==> src/rtl/mem_stage_pkg.sv <==
// Shared types and constants for the MIPS MEM stage.
package mem_stage_pkg;

    localparam int unsigned DATA_WIDTH_DEF = 32;
    localparam int unsigned CTR_WIDTH      = 8;

    localparam int unsigned MEMREAD  = 1;
    localparam int unsigned MEMWRITE = 0;

    localparam logic [1:0] ALIGN_MASK = 2'b11;

    typedef enum logic [1:0] {
        ST_IDLE = 2'd0,
        ST_BUSY = 2'd1,
        ST_DONE = 2'd2
    } mem_state_e;

endpackage

==> src/rtl/mem_timeout_ctr.sv <==
// Wait-cycle counter for an outstanding memory access; hit_c flags the last allowed cycle.
module mem_timeout_ctr
    import mem_stage_pkg::*;
#(
    parameter int unsigned TIMEOUT = 255
) (
    input  logic clk,
    input  logic rst_n,
    input  logic clr,
    input  logic en,
    output logic hit_c
);

    logic [CTR_WIDTH-1:0] count_q;
    logic [CTR_WIDTH-1:0] count_d;

    always_comb begin
        count_d = count_q;
        if (clr) begin
            count_d = '0;
        end else if (en) begin
            count_d = count_q + CTR_WIDTH'(1);
        end
    end

    always_ff @(posedge clk or negedge rst_n) begin
        if (!rst_n) begin
            count_q <= '0;
        end else begin
            count_q <= count_d;
        end
    end

    assign hit_c = (count_q == CTR_WIDTH'(TIMEOUT - 1));

endmodule

==> src/rtl/mem_access_stage.sv <==
// MEM pipeline stage: runs loads/stores over a req/ack port, stalls upstream while busy.
module mem_access_stage
    import mem_stage_pkg::*;
#(
    parameter int unsigned DATA_WIDTH = DATA_WIDTH_DEF,
    parameter int unsigned TIMEOUT    = 255
) (
    input  logic                  clk,
    input  logic                  rst,
    input  logic [1:0]            i_WB,
    input  logic [1:0]            i_M,
    input  logic [DATA_WIDTH-1:0] i_alures,
    input  logic [DATA_WIDTH-1:0] i_wdata,
    output logic                  o_stall,
    output logic [1:0]            o_WB,
    output logic [DATA_WIDTH-1:0] o_dataread,
    output logic [DATA_WIDTH-1:0] o_alures,
    output logic                  mem_req,
    output logic                  mem_we,
    output logic [DATA_WIDTH-1:0] mem_addr,
    output logic [DATA_WIDTH-1:0] mem_wdata,
    input  logic [DATA_WIDTH-1:0] mem_rdata,
    input  logic                  mem_ack,
    output logic                  o_err
);

    mem_state_e            state_q, state_d;
    logic [1:0]            wb_q, wb_d;
    logic [DATA_WIDTH-1:0] alures_q, alures_d;
    logic                  we_q, we_d;
    logic [DATA_WIDTH-1:0] rdata_q, rdata_d;
    logic                  aborted_q, aborted_d;
    logic                  err_q, err_d;
    logic                  mem_req_q, mem_req_d;
    logic                  mem_we_q, mem_we_d;
    logic [DATA_WIDTH-1:0] mem_addr_q, mem_addr_d;
    logic [DATA_WIDTH-1:0] mem_wdata_q, mem_wdata_d;

    logic                  stall_c;
    logic [1:0]            wb_c;
    logic [DATA_WIDTH-1:0] dataread_c;
    logic [DATA_WIDTH-1:0] alures_c;
    logic                  ctr_clr;
    logic                  ctr_en;
    logic                  ctr_hit_c;
    logic                  illegal_c;

    mem_timeout_ctr #(.TIMEOUT(TIMEOUT)) u_ctr (
        .clk   (clk),
        .rst_n (rst),
        .clr   (ctr_clr),
        .en    (ctr_en),
        .hit_c (ctr_hit_c)
    );

    assign illegal_c = (i_M[MEMREAD] & i_M[MEMWRITE]) |
                       ((i_alures[1:0] & ALIGN_MASK) != 2'b00);

    always_comb begin
        state_d     = state_q;
        wb_d        = wb_q;
        alures_d    = alures_q;
        we_d        = we_q;
        rdata_d     = rdata_q;
        aborted_d   = aborted_q;
        err_d       = err_q;
        mem_req_d   = mem_req_q;
        mem_we_d    = mem_we_q;
        mem_addr_d  = mem_addr_q;
        mem_wdata_d = mem_wdata_q;
        stall_c     = 1'b0;
        wb_c        = 2'b00;
        dataread_c  = '0;
        alures_c    = alures_q;
        ctr_clr     = 1'b0;
        ctr_en      = 1'b0;

        case (state_q)
            ST_IDLE: begin
                alures_c = i_alures;
                if (i_M == 2'b00) begin
                    wb_c = i_WB;
                end else if (illegal_c) begin
                    err_d = 1'b1;
                end else begin
                    stall_c     = 1'b1;
                    wb_d        = i_WB;
                    alures_d    = i_alures;
                    we_d        = i_M[MEMWRITE];
                    aborted_d   = 1'b0;
                    mem_req_d   = 1'b1;
                    mem_we_d    = i_M[MEMWRITE];
                    mem_addr_d  = {i_alures[DATA_WIDTH-1:2], 2'b00};
                    mem_wdata_d = i_wdata;
                    ctr_clr     = 1'b1;
                    state_d     = ST_BUSY;
                end
            end
            ST_BUSY: begin
                stall_c = 1'b1;
                ctr_en  = 1'b1;
                // An ack on the timeout cycle still counts as a normal completion.
                if (mem_ack) begin
                    rdata_d   = we_q ? '0 : mem_rdata;
                    mem_req_d = 1'b0;
                    state_d   = ST_DONE;
                end else if (ctr_hit_c) begin
                    rdata_d   = '0;
                    mem_req_d = 1'b0;
                    err_d     = 1'b1;
                    aborted_d = 1'b1;
                    state_d   = ST_DONE;
                end
            end
            ST_DONE: begin
                if (!aborted_q) begin
                    wb_c       = wb_q;
                    dataread_c = rdata_q;
                end
                state_d = ST_IDLE;
            end
            default: begin
                state_d = ST_IDLE;
            end
        endcase
    end

    always_ff @(posedge clk or negedge rst) begin
        if (!rst) begin
            state_q     <= ST_IDLE;
            wb_q        <= 2'b00;
            alures_q    <= '0;
            we_q        <= 1'b0;
            rdata_q     <= '0;
            aborted_q   <= 1'b0;
            err_q       <= 1'b0;
            mem_req_q   <= 1'b0;
            mem_we_q    <= 1'b0;
            mem_addr_q  <= '0;
            mem_wdata_q <= '0;
        end else begin
            state_q     <= state_d;
            wb_q        <= wb_d;
            alures_q    <= alures_d;
            we_q        <= we_d;
            rdata_q     <= rdata_d;
            aborted_q   <= aborted_d;
            err_q       <= err_d;
            mem_req_q   <= mem_req_d;
            mem_we_q    <= mem_we_d;
            mem_addr_q  <= mem_addr_d;
            mem_wdata_q <= mem_wdata_d;
        end
    end

    // Pipeline-facing outputs are held low for the whole time reset is asserted.
    assign o_stall    = rst & stall_c;
    assign o_WB       = rst ? wb_c : 2'b00;
    assign o_dataread = rst ? dataread_c : '0;
    assign o_alures   = rst ? alures_c : '0;
    assign mem_req    = mem_req_q;
    assign mem_we     = mem_we_q;
    assign mem_addr   = mem_addr_q;
    assign mem_wdata  = mem_wdata_q;
    assign o_err      = err_q;

endmodule

==> config.mk <==
export PLATFORM = sky130hd
export DESIGN_NAME = mem_access_stage
export DESIGN_NICKNAME = d
export VERILOG_FILES = /design/src/rtl/mem_stage_pkg.sv /design/src/rtl/mem_timeout_ctr.sv /design/src/rtl/mem_access_stage.sv
export SDC_FILE = /design/constraint.sdc
export NUM_CORES = 1
export LEC_CHECK = 0
export CAP_MARGIN = 20
export CORE_ASPECT_RATIO = 0.8
export CORE_MARGIN = 2
export CORE_UTILIZATION = 43
export DETAILED_ROUTE_END_ITERATION = 7
export GPL_TIMING_DRIVEN = 0
export PLACE_DENSITY = 0.82
export REMOVE_ABC_BUFFERS = 1
export SYNTH_ARGS = -nofsm -noshare
export SYNTH_HDL_FRONTEND = slang
export SYNTH_SLANG_ARGS = --single-unit
==> constraint.sdc <==
create_clock -name clk -period 2.41 [get_ports clk]
set_input_delay 0.3615 -clock clk [delete_from_list [all_inputs] [get_ports clk]]
set_output_delay 0.3615 -clock clk [all_outputs]
set_load 0.02 [all_outputs]
==> flow_metrics.tcl, run 1 <==
set metrics [dict create \
    status "finished, final reports clean" \
    synthTopCellsByCount "112 x dfrtp_1, 67 x and2_1, 66 x nand2_1, 38 x mux2_2" \
    drt-initial-drc-count 312 \
    path_cells "or2_4, nor4_4, o211a_1, clkdlybuf4s15_2" \
    crit_arrival_ns 1.98 \
    p_per_area_nw_per_um2 835 \
    cp-start-kind "register" \
    synth-edff-count 0 \
    yosysSeqAreaShare_pct 49.4 \
    core-area_um2 12900 \
    seqCellArea_um2 2810 \
    placed_area_um2 7990 \
    yosysMostFrequentCell "dfrtp_1" \
    ys_warn_count 0 \
    utilization_pct 65.2 \
    die_h_um 107 \
    finalSetupViolations 0 \
    max_freq_ghz 0.428 \
    r2r_cells 5 \
    slew_headroom_pct 48.4 \
    slew_violations 0 \
    dp_hpwl_mm 10.8 \
    fin_skew_ns 0.00505 \
    cp_num_buf_inv 1 \
    worstMarginPinSlew_ns 0.774 \
    avgRoutedWirePerCell_um 17.8 \
    grt_use_total_pct 22.6 \
    cts_made_buffers 9 \
    path_clk_slew_ns 0.07 \
    top_layer "met4" \
    clk_latency_ns 0.35 \
    drive_above_1_share_pct 19.0 \
    yosys.area.top_type "dfrtp_1" \
    drc_errors 0 \
    wirelength_mm 15.7 \
    ir_worst_vdd_mv 0.439 \
    clkSinkCount 112 \
    cpMaxStageDelayCell "dfrtp_2" \
    worstReg2RegEnd "alures_q[23]" \
    ys_types 43 \
    port_buffers 234 \
    worstSetupPathType "reg2out" \
    cap_violations 0 \
    vias 4560 \
    grt_pass1_wl_mm 25.2 \
    grt_pass1_vias 4795 \
    grt_max_degree 51 \
    drtAntennaViolNets 0 \
    dieWidth_um 132 \
    grt_antenna_before_repair 0 \
    setup_ws_ns 0.0717 \
    end_kind "primary output" \
    final_area_um2 8390 \
    mappedNetlistArea_um2 5670 \
    cts_tree "built" \
    synth-async-reset-ratio_pct 100 \
    row_count 37 \
    antenna_cells 0 \
    synthTopCellsByArea "dfrtp_1 49%, mux2_2 7.5%, and2_1 7.4%" \
    firstDrtPassIters 4 \
    wl_met1_mm 6.68 \
    required_ns 2.05 \
    total_leakage_power_uw 0.00367 \
    place.gp.congestion 0.789 \
    routed_via_density 5.16 \
    hold_viol 0 \
    cp_max_fo 7 \
    final_nets 809 \
    start_util_pct 44.1 \
    max_stage_delay_ns 0.47 \
    cp_top_family "simple AND/OR/NAND/NOR gates" \
    reg2reg_from "state_q[0]" \
    multi_input_area_um2 2500 \
    synth-main-ff-cell "dfrtp_1" \
    ys_seq_elements 112 \
    syn_inst 502 \
    ios 237 \
    route.met3.wl_mm 1.16 \
    cts-htree-levels 3 \
    dp_cells 855 \
    clockBufferDepth 2 \
    fin_crit_sh_pct 97.0 \
    dieArea_um2 14100 \
    period_needed_ns 2.34 \
    dr_wl_met2_mm 7.69 \
    overflow 0 \
    rsz0062_at_grt "no" \
    avgSynthCellArea_um2 11.3 \
    place_ws_ns -1.10 \
    area_growth_syn_to_layout_pct 47.8 \
    crit_cells 4 \
    whs_ns 0.0783 \
    fin_cells 884 \
    fillers 1030 \
    hold_path.class "in2async" \
    r2r_setup_slack_ns 0.24 \
    synth_top_cell_area_share_pct 49.4 \
    cts_root_buffer "clkbuf_16" \
]
-- power breakdown --
| part | switching, µW | total, µW | internal (µW) |
|---|---|---|---|
| logic | 1270 | 2760 | 1490 |
| clock network | 702 | 1510 | 806 |
| registers | 357 | 2740 | 2380 |
-- final cells by class --
cell class	instances	share of cell area, %
sequential	112	33.5
timing repair buffer	256	30.4
multi-input combinational	321	29.8
clock buffer	9	2.69
tap	175	2.61
clock inverter	7	0.865
inverter	4	0.179
-- placed cells by master (no fill, tap or decap), types with 3 or more instances in the layout --
cell,n
buf_12,3
a21oi_1,7
or3_1,5
buf_6,5
and2_1,67
xnor2_1,3
o21ai_0,5
inv_1,4
a21boi_0,32
a221o_1,32
mux2_2,38
mux2_4,26
clkbuf_2,21
clkdlybuf4s50_1,166
dlygate4sd2_1,44
nand2_1,66
nor2_1,6
buf_16,5
clkbuf_16,9
dfrtp_1,110
buf_4,4
-- per-stage QoR --
| stage | power, µW | TNS [ns] |
|---|---|---|
| after floorplan | 4120 | -91.50 |
| after global placement | 5390 | -993.83 |
| after detailed placement | 5530 | -47.53 |
| after CTS | 7060 | 0 |
| after global routing | 7360 | 0 |
| final | 7010 | 0 |
-- registers in the layout, summed over array words and instances (netlist names) --
register,cells
mem_wdata,32
state_q,2
wb_q,2
mem_we,1
aborted_q,1
u_ctr.count_q,8
rdata_q,32
mem_req,1
o_err,1
mem_addr,1
alures_q,31
-- worst register-to-register path: cells and delay by family, from the launching register on --
family | cells | cell delay [ns]
and+or+nand+nor | 2 | 0.70
muxes | 1 | 0.36
buffers and inverters | 2 | 0.53
DFF | 1 | 0.47
-- timing repair --
item,in CTS,in global routing
pin swaps,3,1
gates cloned,1,0
setup buffers,5,3
hold buffers,4,0
endpoints found under the setup margin,99,25
endpoints found under the hold margin,60,0
gates resized for setup,94,34
-- cells by family after synthesis --
kind of cell	Yosys count	synth area share, %
simple gates	162	14.9
flops	112	49.4
compound gates	88	12.8
buf+inv	70	7.50
mux	64	14.4
xor+xnor	3	0.463
fa+ha+maj	2	0.441
other cells	1	0.0661
-- worst max-delay path by stage --
stage | to | from | slack, ns
3_3_place_gp | o_dataread[26] | rst | -6.55
5_1_grt | o_WB[0] | state_q[1] | 0.0004
2_1_floorplan | o_stall | state_q[0] | -1.66
6_report | o_stall | state_q[0] | 0.07
3_5_place_dp | o_dataread[10] | rst | -1.10
4_1_cts | o_dataread[0] | state_q[0] | 0.004
-- metal layers --
layer  vias up  GRT usage, %
met2       188          38.6
met3        16          7.71
met1      2242          27.6
li1       2114             -
met4         0          5.45
met5         -             0
(Power assumes the default switching activity.)
==> run 2, diff against run 1 <==
--- a/config.mk
+++ b/config.mk
@@ -10,6 +10,7 @@
 export CORE_MARGIN = 2
 export CORE_UTILIZATION = 43
 export DETAILED_ROUTE_END_ITERATION = 7
+export GPL_ROUTABILITY_DRIVEN = 0
 export GPL_TIMING_DRIVEN = 0
 export PLACE_DENSITY = 0.82
 export REMOVE_ABC_BUFFERS = 1
==> results of run 2 <==
Final layout, timing and power as in run 1 (identical DEF).
==> run 3, diff against run 2 <==
--- a/config.mk
+++ b/config.mk
@@ -12,7 +12,7 @@
 export DETAILED_ROUTE_END_ITERATION = 7
 export GPL_ROUTABILITY_DRIVEN = 0
 export GPL_TIMING_DRIVEN = 0
-export PLACE_DENSITY = 0.82
+export PLACE_DENSITY = 0.81
 export REMOVE_ABC_BUFFERS = 1
 export SYNTH_ARGS = -nofsm -noshare
 export SYNTH_HDL_FRONTEND = slang
==> run 3 against run 2 <==
- die area is the same
- combinational power grew 1%
- register-to-register slack lost 0.19 ns
- routed wire length grew 0.19%
- maximum frequency shrank 0.90%
- sequential power is essentially flat
- highest routed layer unchanged
- non-clock buffer count grew 3
- clock power is essentially flat
- hold slack lost 0.012 ns
- core utilization grew 0.64 points
- clock skew grew 0.00078 ns
==> flow_metrics.tcl, run 3 (synthesized netlist as in run 1, its figures left out) <==
set metrics [dict create \
    end_kind "register" \
    fin_skew_ns 0.00583 \
    dieWidth_um 132 \
    start_util_pct 44.1 \
    path_clk_slew_ns 0.07 \
    row_count 37 \
    hold_path.class "in2async" \
    r2r_setup_slack_ns 0.05 \
    r2r_cells 4 \
    rsz0062_at_grt "yes" \
    cts_tree "built" \
    antenna_cells 0 \
    grt_pass1_wl_mm 24.8 \
    cts_root_buffer "clkbuf_16" \
    routed_via_density 5.12 \
    slew_headroom_pct 48.6 \
    cts-htree-levels 3 \
    final_common_cell "clkdlybuf4s50_1" \
    slew_violations 0 \
    grt_use_total_pct 22.1 \
    clkSinkCount 112 \
    grt_max_degree 49 \
    total_leakage_power_uw 0.00364 \
    drtAntennaViolNets 0 \
    overflow 0 \
    firstDrtPassIters 4 \
    cts_made_buffers 9 \
    wirelength_mm 15.7 \
    core-area_um2 12900 \
    clk_latency_ns 0.35 \
    avgRoutedWirePerCell_um 17.7 \
    vias 4540 \
    grt_pass1_vias 4597 \
    drt-initial-drc-count 254 \
    status "finished, final reports clean" \
    drc_errors 0 \
    ios 237 \
    ir_worst_vdd_mv 0.349 \
    final_nets 812 \
    required_ns 2.64 \
    max_freq_ghz 0.424 \
    drive_above_1_share_pct 20.9 \
    crit_path_end "mem_wdata[23]" \
    finalSetupViolations 0 \
    crit_arrival_ns 2.59 \
    cp-start-kind "register" \
    timing.setup.tns_ns 0 \
    worstMarginPinSlew_ns 0.771 \
    p_per_area_nw_per_um2 831 \
    cp_max_fo 36 \
    fin_crit_sh_pct 97.9 \
    reg2reg_from "state_q[1]" \
    layout_common_cells "166 x clkdlybuf4s50_1, 110 x dfrtp_1, 67 x and2_1, 66 x nand2_1, 38 x mux2_2" \
    hold_viol 0 \
    die_h_um 107 \
    fillers 993 \
    cap_violations 0 \
    area_growth_syn_to_layout_pct 49.2 \
    dieArea_um2 14100 \
    port_buffers 234 \
    grt_antenna_before_repair 0 \
    period_needed_ns 2.36 \
    worstSetupPathType "reg2reg" \
    crit_start "state_q[1]" \
    clockBufferDepth 2 \
    worstReg2RegEnd "mem_wdata[23]" \
    dp_hpwl_mm 10.8 \
    utilization_pct 65.8 \
]
## run 3: worst max-delay path, cell delays in order, from the launching register on
cell	delay [ns]
dfrtp_2	0.49
or2_4	0.34
buf_16	0.18
or4_4	0.78
mux2_4	0.40
## run 3: area by class of cell
type / instances / area, µm² / area share [%]
Multi-Input combinational cell: 321 / 2490 / 29.4
Tap cell: 175 / 219 / 2.59
Inverter: 4 / 15.0 / 0.177
Clock buffer: 9 / 225 / 2.66
Sequential cell: 112 / 2810 / 33.1
Clock inverter: 7 / 71.3 / 0.842
Timing Repair Buffer: 259 / 2640 / 31.2
## run 3: worst min-delay path by stage
stage,end,depth (start not counted),slack (ns),start
after floorplan,aborted_q,0,0.07,rst
after global placement,o_err,1,0.46,o_err
after detailed placement,rdata_q[1],1,0.34,rst
after CTS,rdata_q[16],3,0.06,rst
after global routing,rdata_q[16],3,0.08,rst
final,rdata_q[16],3,0.07,rst
## run 3: layer usage
metal	GRT usage (%)	wire, µm	part of all wire (%)
met4	5.61	227	1.4
met1	27.5	6680	43
met3	6.05	1140	7.2
met5	0	0	0
met2	38.2	7680	49
## run 3: per-stage QoR
step / cells / hold WS, ns / total power (µW) / instance area (µm²) / setup slack (ns)
finish: 887 / 0.0661 / 7040 / 8470 / 0.0505
global route: 887 / 0.0776 / 7380 / 8470 / -0.00430
CTS: 884 / 0.0646 / 7090 / 8460 / -0.0270
detailed placement: 855 / 0.339 / 5540 / 8020 / -0.941
global placement: 846 / 0.461 / 5390 / 7830 / -6.48
floorplan: 437 / 0.0659 / 4120 / 5270 / -1.66
## run 3: where the power goes
| part | internal [µW] | switching, µW |
|---|---|---|
| Sequential | 2380 | 360 |
| Clock | 807 | 695 |
| Combinational | 1520 | 1270 |
| Total | 4710 | 2330 |
## run 3: repair_timing
action / 4_1_cts / 5_1_grt
endpoints found under the setup margin: 137 / 33
resized for setup: 155 / 6
cloned: 1 / 0
hold buffers: 4 / 0
buffers inserted: 8 / 3
endpoints found under the hold margin: 50 / 0
pin swaps: 4 / 2
